===== src/rtl/output_store_controller.sv =====
// Control sequencer for the output_block chain: clear, load the select chain, then capture
// each pixel and steer BRAM read-modify-write addressing over all weight rounds.
module output_store_controller #(
  parameter int BRAM_ADDR_WIDTH     = 15,
  parameter int COUNTER_ROUND_WIDTH = 3,
  parameter int SEL_LD_CYCLES       = 16,
  parameter int RMW_LATENCY         = 2
) (
  input  logic                           clk_i,
  input  logic                           general_rst_ni,
  input  logic                           start_i,
  input  logic [BRAM_ADDR_WIDTH-1:0]     n_outputs_i,
  input  logic [COUNTER_ROUND_WIDTH-1:0] max_round_i,
  input  logic                           result_valid_i,
  output logic                           mux_out_reg_rst_o,
  output logic                           mux_out_reg_wr_en_o,
  output logic                           sel_mux_out_rst_o,
  output logic                           sel_mux_out_ld_o,
  output logic                           bram_rst_o,
  output logic                           bram_wr_en_a_o,
  output logic                           bram_wr_en_b_o,
  output logic [BRAM_ADDR_WIDTH-1:0]     bram_addr_write_read_o,
  output logic [BRAM_ADDR_WIDTH-1:0]     bram_addr_read_write_o,
  output logic                           accum_en_o,
  output logic                           busy_o,
  output logic                           done_o,
  output logic                           err_o
);
  localparam int BAW    = BRAM_ADDR_WIDTH;
  localparam int CRW    = COUNTER_ROUND_WIDTH;
  localparam int STAGES = RMW_LATENCY;
  localparam int SCW    = $clog2(SEL_LD_CYCLES + 1);
  localparam logic [BAW-1:0] MIN_N = BAW'(RMW_LATENCY + 1);

  typedef enum logic [2:0] {S_IDLE, S_CLR, S_SEL, S_ACC, S_DRAIN, S_DONE} state_t;

  state_t                   state_q, state_d;
  logic [BAW-1:0]           n_q, p_q, rd_addr_q, wr_addr_q;
  logic [CRW-1:0]           max_q, r_q;
  logic [SCW-1:0]           sel_cnt_q;
  logic [STAGES:0]          vld_pipe, acc_pipe;
  logic [STAGES-1:0][BAW-1:0] p_pipe;
  logic                     err_q;
  logic                     start_acc, start_bad, start_ok, fire, last_px, last_rd, stray;

  assign start_acc = (state_q == S_IDLE) && start_i;
  assign start_bad = start_acc && (n_outputs_i < MIN_N);
  assign start_ok  = start_acc && !start_bad;
  assign fire      = (state_q == S_ACC) && result_valid_i;
  assign stray     = result_valid_i && (state_q != S_ACC);
  assign last_px   = (p_q == n_q - BAW'(1));
  assign last_rd   = (r_q == max_q - CRW'(1));

  always_ff @(posedge clk_i or negedge general_rst_ni) begin
    if (!general_rst_ni) state_q <= S_IDLE;
    else                 state_q <= state_d;
  end

  always_comb begin
    state_d             = state_q;
    mux_out_reg_rst_o   = 1'b0;
    sel_mux_out_rst_o   = 1'b0;
    bram_rst_o          = 1'b0;
    sel_mux_out_ld_o    = 1'b0;
    done_o              = 1'b0;
    busy_o              = (state_q != S_IDLE);
    case (state_q)
      S_IDLE:  if (start_ok) state_d = S_CLR;
      S_CLR: begin
        mux_out_reg_rst_o = 1'b1;
        sel_mux_out_rst_o = 1'b1;
        bram_rst_o        = 1'b1;
        state_d           = S_SEL;
      end
      S_SEL: begin
        sel_mux_out_ld_o = 1'b1;
        if (sel_cnt_q == SCW'(SEL_LD_CYCLES - 1)) state_d = S_ACC;
      end
      S_ACC:   if (fire && last_px && last_rd) state_d = S_DRAIN;
      // Only the write stage may still be busy; it completes this cycle.
      S_DRAIN: if (vld_pipe[STAGES-1:0] == '0) state_d = S_DONE;
      S_DONE: begin
        done_o  = 1'b1;
        state_d = S_IDLE;
      end
      default: state_d = S_IDLE;
    endcase
  end

  always_ff @(posedge clk_i or negedge general_rst_ni) begin
    if (!general_rst_ni) begin
      n_q       <= '0;
      max_q     <= '0;
      p_q       <= '0;
      r_q       <= '0;
      sel_cnt_q <= '0;
      rd_addr_q <= '0;
      wr_addr_q <= '0;
      vld_pipe  <= '0;
      acc_pipe  <= '0;
      p_pipe    <= '0;
      err_q     <= 1'b0;
    end else begin
      if (start_acc) begin
        n_q   <= n_outputs_i;
        max_q <= (max_round_i == '0) ? CRW'(1) : max_round_i;
      end
      if (start_ok) begin
        p_q <= '0;
        r_q <= '0;
      end else if (fire) begin
        rd_addr_q <= p_q;
        if (last_px) begin
          p_q <= '0;
          r_q <= r_q + CRW'(1);
        end else begin
          p_q <= p_q + BAW'(1);
        end
      end
      if (state_q == S_CLR)      sel_cnt_q <= '0;
      else if (state_q == S_SEL) sel_cnt_q <= sel_cnt_q + SCW'(1);
      // Write-back pipe: stage k is live k+1 cycles after the captured pulse.
      vld_pipe  <= {vld_pipe[STAGES-1:0], fire};
      acc_pipe  <= {acc_pipe[STAGES-1:0], fire && (r_q != '0)};
      p_pipe[0] <= p_q;
      for (int i = 1; i < STAGES; i++) p_pipe[i] <= p_pipe[i-1];
      if (vld_pipe[STAGES-1]) wr_addr_q <= p_pipe[STAGES-1];
      if (stray || start_bad) err_q <= 1'b1;
      else if (start_ok)      err_q <= 1'b0;
    end
  end

  assign mux_out_reg_wr_en_o    = fire;
  assign bram_wr_en_a_o         = vld_pipe[STAGES];
  assign bram_wr_en_b_o         = 1'b0;
  assign accum_en_o             = acc_pipe[STAGES];
  assign bram_addr_read_write_o = rd_addr_q;
  assign bram_addr_write_read_o = wr_addr_q;
  assign err_o                  = err_q;
endmodule

===== config.mk =====
export PLATFORM = sky130hd
export DESIGN_NAME = output_store_controller
export DESIGN_NICKNAME = d
export VERILOG_FILES = /design/src/rtl/output_store_controller.sv
export SDC_FILE = /design/constraint.sdc
export NUM_CORES = 1
export LEC_CHECK = 0
export ABC_AREA = 1
export CORE_MARGIN = 2
export CORE_UTILIZATION = 50
export DETAILED_ROUTE_END_ITERATION = 10
export HOLD_SLACK_MARGIN = 0.15
export PLACE_DENSITY = 0.77
export SKIP_CTS_REPAIR_TIMING = 1
export SLEW_MARGIN = 20
export SYNTH_ARGS = -nofsm -noshare
export SYNTH_HDL_FRONTEND = slang
export SYNTH_SLANG_ARGS = --single-unit
export TNS_END_PERCENT = 5

===== constraint.sdc =====
create_clock -name clk_i -period 3.8 [get_ports clk_i]
set_input_delay 0.95 -clock clk_i [delete_from_list [all_inputs] [get_ports clk_i]]
set_output_delay 0.95 -clock clk_i [all_outputs]
set_load 0.01 [all_outputs]

## Word level (Yosys, flattened, before mapping)

Cells that the tools add are included.

- Output and inout bits: 41
- Register bits after elaboration: 111

- Bitwise operators: 1
- Add/subtract/negate cells: 5
- Reductions and logical operators: 22
- Muxes and demuxes: 19
- $lt $le $gt $ge: 1
- Equality and inequality tests: 13

Operators with widths:

| cell | number |
|---|---|
| $mux 15 | 3 |
| $mux 3 | 8 |
| $add 15x1->15 const B | 1 |
| $eq 15x15->1 | 1 |
| $lt 15x2->1 const B | 1 |
| $pmux 3 s5 | 1 |
| $sub 15x1->15 const B | 1 |
| $mux 5 | 2 |
| $logic_and 1x1->1 | 8 |
| $reduce_bool 2->1 | 4 |
| $eq 3x2->1 const B | 2 |
| $eq 3x3->1 const B | 2 |
| $logic_not 3->1 | 2 |
| $ne 2x2->1 const B | 3 |
| $reduce_bool 3->1 | 2 |
| $add 5x1->5 const B | 1 |
| $eq 5x4->1 const B | 1 |
| $mux 1 | 5 |
| $reduce_and 2->1 | 2 |
| $reduce_and 4->1 | 1 |
| $add 3x1->3 const B | 1 |
| $eq 3x1->1 const B | 1 |
| $eq 3x3->1 | 1 |
| $ne 3x2->1 const B | 1 |
| 6 further kinds | 6 |

## Logic depth before layout (Yosys ltp)

- Word-level depth: 7
- Gate-level depth with buffers: 16
- Gate-level depth less buffers: 16

## Least setup slack after synthesis

No wires, ideal clock.

- Path type: input-to-output
- Start: input port result_valid_i
- End: output port mux_out_reg_wr_en_o
- Arrival time: 1423 ps
- Stages on the path: 3
- Path buffers: 1
- Slack: 1427 ps
- Required time: 2850 ps
- Cell sequence: inv_1 -> nor2_4 -> buf_2

- Word-level cells in the longest chain between the ends: 1

Ends and longest elaborated chain:

| item | RTL line | text |
|---|---|---|
| start: declaration | 14 | `input logic result_valid_i,` |
| $logic_and 1x1->1 | 49 | `assign fire = (state_q == S_ACC) && result_valid_i;` |
| end: declaration | 16 | `output logic mux_out_reg_wr_en_o,` |

Every way passes these cells.

## Final worst setup path

Ends and elaborated chain as after synthesis.

==> summary.md <==
| Metric | Value |
|---|---|
| Crit path launch type | `input port` |
| Layout cells sized above 1 | `11.00%` |
| Post-synthesis register bit count | `111` |
| TritonCTS Sinks | `111` |
| Sequential fraction of the synthesis area | `54.61%` |
| Worst min path class | `reg -> reg` |
| Min Hold Slack | `0.3554 ns` |
| Routed WL per cell | `13.87 µm` |
| Initial drt markers | `184` |
| Starting Density | `51.80%` |
| Max Used Layer | `met4` |
| ANT cells | `0` |
| First-pass GRT wire length | `17,390 µm` |
| Met1 WL | `4921 µm` |
| Max-slew headroom | `51.14%` |
| Met2 WL | `4910 µm` |
| Largest net degree at the start of global routing | `59` |
| Synth area leader | `dfrtp_1` |
| Min cycle time layout | `3.073 ns` |
| Reg-to-reg startpoint | `n_q[0]$_DFFE_PN0P_` |
| Routed wire length | `10,410 µm` |
| Gate Count Post-Synth | `552` |
| ANT nets after route | `0` |
| Final number of hold-violating endpoints | `0` |
| Worst-path clk slew | `0.09 ns` |
| Number of synthesized flops with an enable pin | `0` |
| Yosys top cell area share | `54.61%` |
| R2R setup slack | `1.48 ns` |
| Final period util | `80.88%` |
| Largest cells by area after synthesis | `dfrtp_1 55%, nand2_1 11%, o21ai_0 4.2%, inv_1 3.8%, mux2_2 3.3%` |
| # setup viols final | `0` |
| Syn avg cell area | `9.214 µm²` |
| Num CTS Buffers | `9` |
| Outcome | `finished, final reports clean` |
| HPWL after detailed placement | `7801 µm` |
| Main synth FF type | `dfrtp_1` |
| Hold worst-path end | `p_pipe[25]$_DFF_PN0_` |
| RD Place Congestion | `0.9143` |
| IR drop worst, VDD | `0.3132 mV` |
| Crit Path Max Fanout | `2` |
| Gr usage total | `19.88%` |
| Setup TNS | `0 ns` |
| Via Count | `3,821` |
| Drt pass-1 iters | `5` |
| Vias/cell | `5.088` |
| Worst clock skew | `0.01143 ns` |
| Initial antenna violation count | `0` |
| Worst reg2reg path depth | `15` |
| Syn Nets | `581` |
| Io pins | `63` |
| CP endpoint kind | `output pin` |
| Worst Path Arrival | `2.12 ns` |
| Max Root-Sink Buffers | `2` |
| Post-synthesis cell type count | `38` |
| P_leak | `2.949 nW` |
| Share of synthesized registers carrying an async set or reset | `100.0%` |
| Core Rows | `36` |
| CTS Root Cell | `clkbuf_8` |
| Least-Margin Pin Slew | `0.7328 ns` |
| CTS tree | `built` |
| DR DRC count | `0` |
| Vias in the first global route | `3,615` |
| Type of the worst setup path | `in -> out` |
| CORE AREA | `9819 µm²` |
| Worst-Skew Late Latency | `0.37 ns` |
| Die Y | `104.9 µm` |
| Buffers on Ports | `61` |
| Tot Pwr | `3.944 mW` |
| GRT overflow | `0` |
| Die width | `104.9 µm` |
| Fmax | `325.4 MHz` |
| Worst Path Required | `2.85 ns` |
| Layout area overhead | `18.60%` |
| Max-slew violations | `0` |
| Worst Hold Path Cells | `0` |
| Hold wc startpoint | `p_pipe[10]$_DFF_PN0_` |
| Met3 routed WL | `448 µm` |
| R2r endpoint | `state_q[1]$_DFFE_PN0P_` |
| Max-Cap Viols | `0` |
| Total number of H-tree levels | `3` |
| Die Area | `10,990 µm²` |
| RSZ-0062 raised after global routing | `false` |
| Power per Cell Area | `653.8 nW/µm²` |
| Cell Area, Synth | `5086 µm²` |
| Final net count | `642` |
| Syn. warnings | `0` |
## worst max path at each step
stage,endpoint,slack [ns],depth (start not counted),startpoint
6_report,mux_out_reg_wr_en_o,0.73,4,result_valid_i
5_1_grt,mux_out_reg_wr_en_o,0.66,4,result_valid_i
4_1_cts,mux_out_reg_wr_en_o,0.72,4,result_valid_i
3_5_place_dp,mux_out_reg_wr_en_o,0.72,4,result_valid_i
3_3_place_gp,mux_out_reg_wr_en_o,0.74,4,result_valid_i
2_1_floorplan,mux_out_reg_wr_en_o,1.43,3,result_valid_i
## cells by family (layout without fill, tap and decap cells)
logic type | Yosys count | count (layout) | synth area share (%)
fa+ha+maj | 7 | 7 | 1.722
mux | 15 | 15 | 3.321
simple gates | 263 | 263 | 24.16
flops | 111 | 111 | 54.61
other cells | 1 | 1 | 0.07373
buf+inv | 71 | 137 | 5.560
compound gates | 63 | 63 | 6.790
xor+xnor | 21 | 21 | 3.764
## metal layers
metal,vias up,GRT usage [%]
met5,-,0
met4,0,5.810
met3,17,3.868
met2,103,31.59
met1,1801,27.87
li1,1900,-
## cell type report
type                       instances  area, µm²
fill                             863       3787
timing repair buffer              64      643.1
sequential                       111       2778
inverter                          57      214.0
tap                              133      166.4
clock inverter                     6      77.57
clock buffer                      10      127.6
multi-input combinational        370       2026
## flip-flops by register name, summed over array words and instances (netlist names)
name and flops:
acc_pipe 3, bram_addr_read_write_o 15, bram_addr_write_read_o 15, err_o 1
max_q 3, n_q 15, p_pipe 30, p_q 15
r_q 3, sel_cnt_q 5, state_q 3, vld_pipe 3
## where the power goes
part           leakage (nW)  total (mW)  internal, mW  switching, mW
clock                 0.101       0.728         0.317          0.411
sequential             1.50        1.63          1.41          0.221
combinational          1.35        1.59         0.644          0.946
## worst max-delay path, cell delays in order
cell,delay [ns]
clkdlybuf4s50_1,0.45
inv_1,0.07
nor2_4,0.11
clkdlybuf4s50_1,0.54
## placed cells by master (no fill, tap or decap), drive strengths merged
| cell | count |
|---|---|
| a21oi | 8 |
| xor2 | 15 |
| o22ai | 1 |
| clkinv | 3 |
| nand3b | 6 |
| o2111ai | 1 |
| a22o | 1 |
| conb | 1 |
| clkinvlp | 1 |
| inv | 58 |
| ha | 7 |
| nand4 | 15 |
| o21ai | 50 |
| bufinv | 1 |
| nor3 | 9 |
| clkbuf | 10 |
| dfrtp | 111 |
| nand2 | 150 |
| or2 | 2 |
| mux2 | 15 |
| nor3b | 1 |
| nor2 | 48 |
| clkdlybuf4s50 | 60 |
| o211ai | 1 |
| o21a | 1 |
| xnor2 | 6 |
| buf | 4 |
| nand3 | 32 |
## cells in the mapped netlist, types with 5 or more instances
library cell and n:
clkbuf_1 7, nor2_1 35, ha_1 7, o21ai_0 43, a21oi_1 7, nand3_1 31
dfrtp_1 111, o21ai_1 7, nand2_1 145, nand3b_1 6, nor3_2 5, nor2_2 8
inv_2 5, xor2_1 14, xnor2_1 6, nand4_1 15, mux2_2 15, inv_1 51
## through the flow
step,utilization [%],cell area [µm²],std cells,worst slack (ns)
after floorplan,-,5086,552,1.427
final,61.43,6032,751,0.7266
after global routing,61.43,6032,751,0.6633
after detailed placement,59.34,5827,735,0.7198
after global placement,59.34,5827,735,0.7409
after CTS,61.43,6032,751,0.7186
Note: power is estimated with default switching activity, not from simulation.
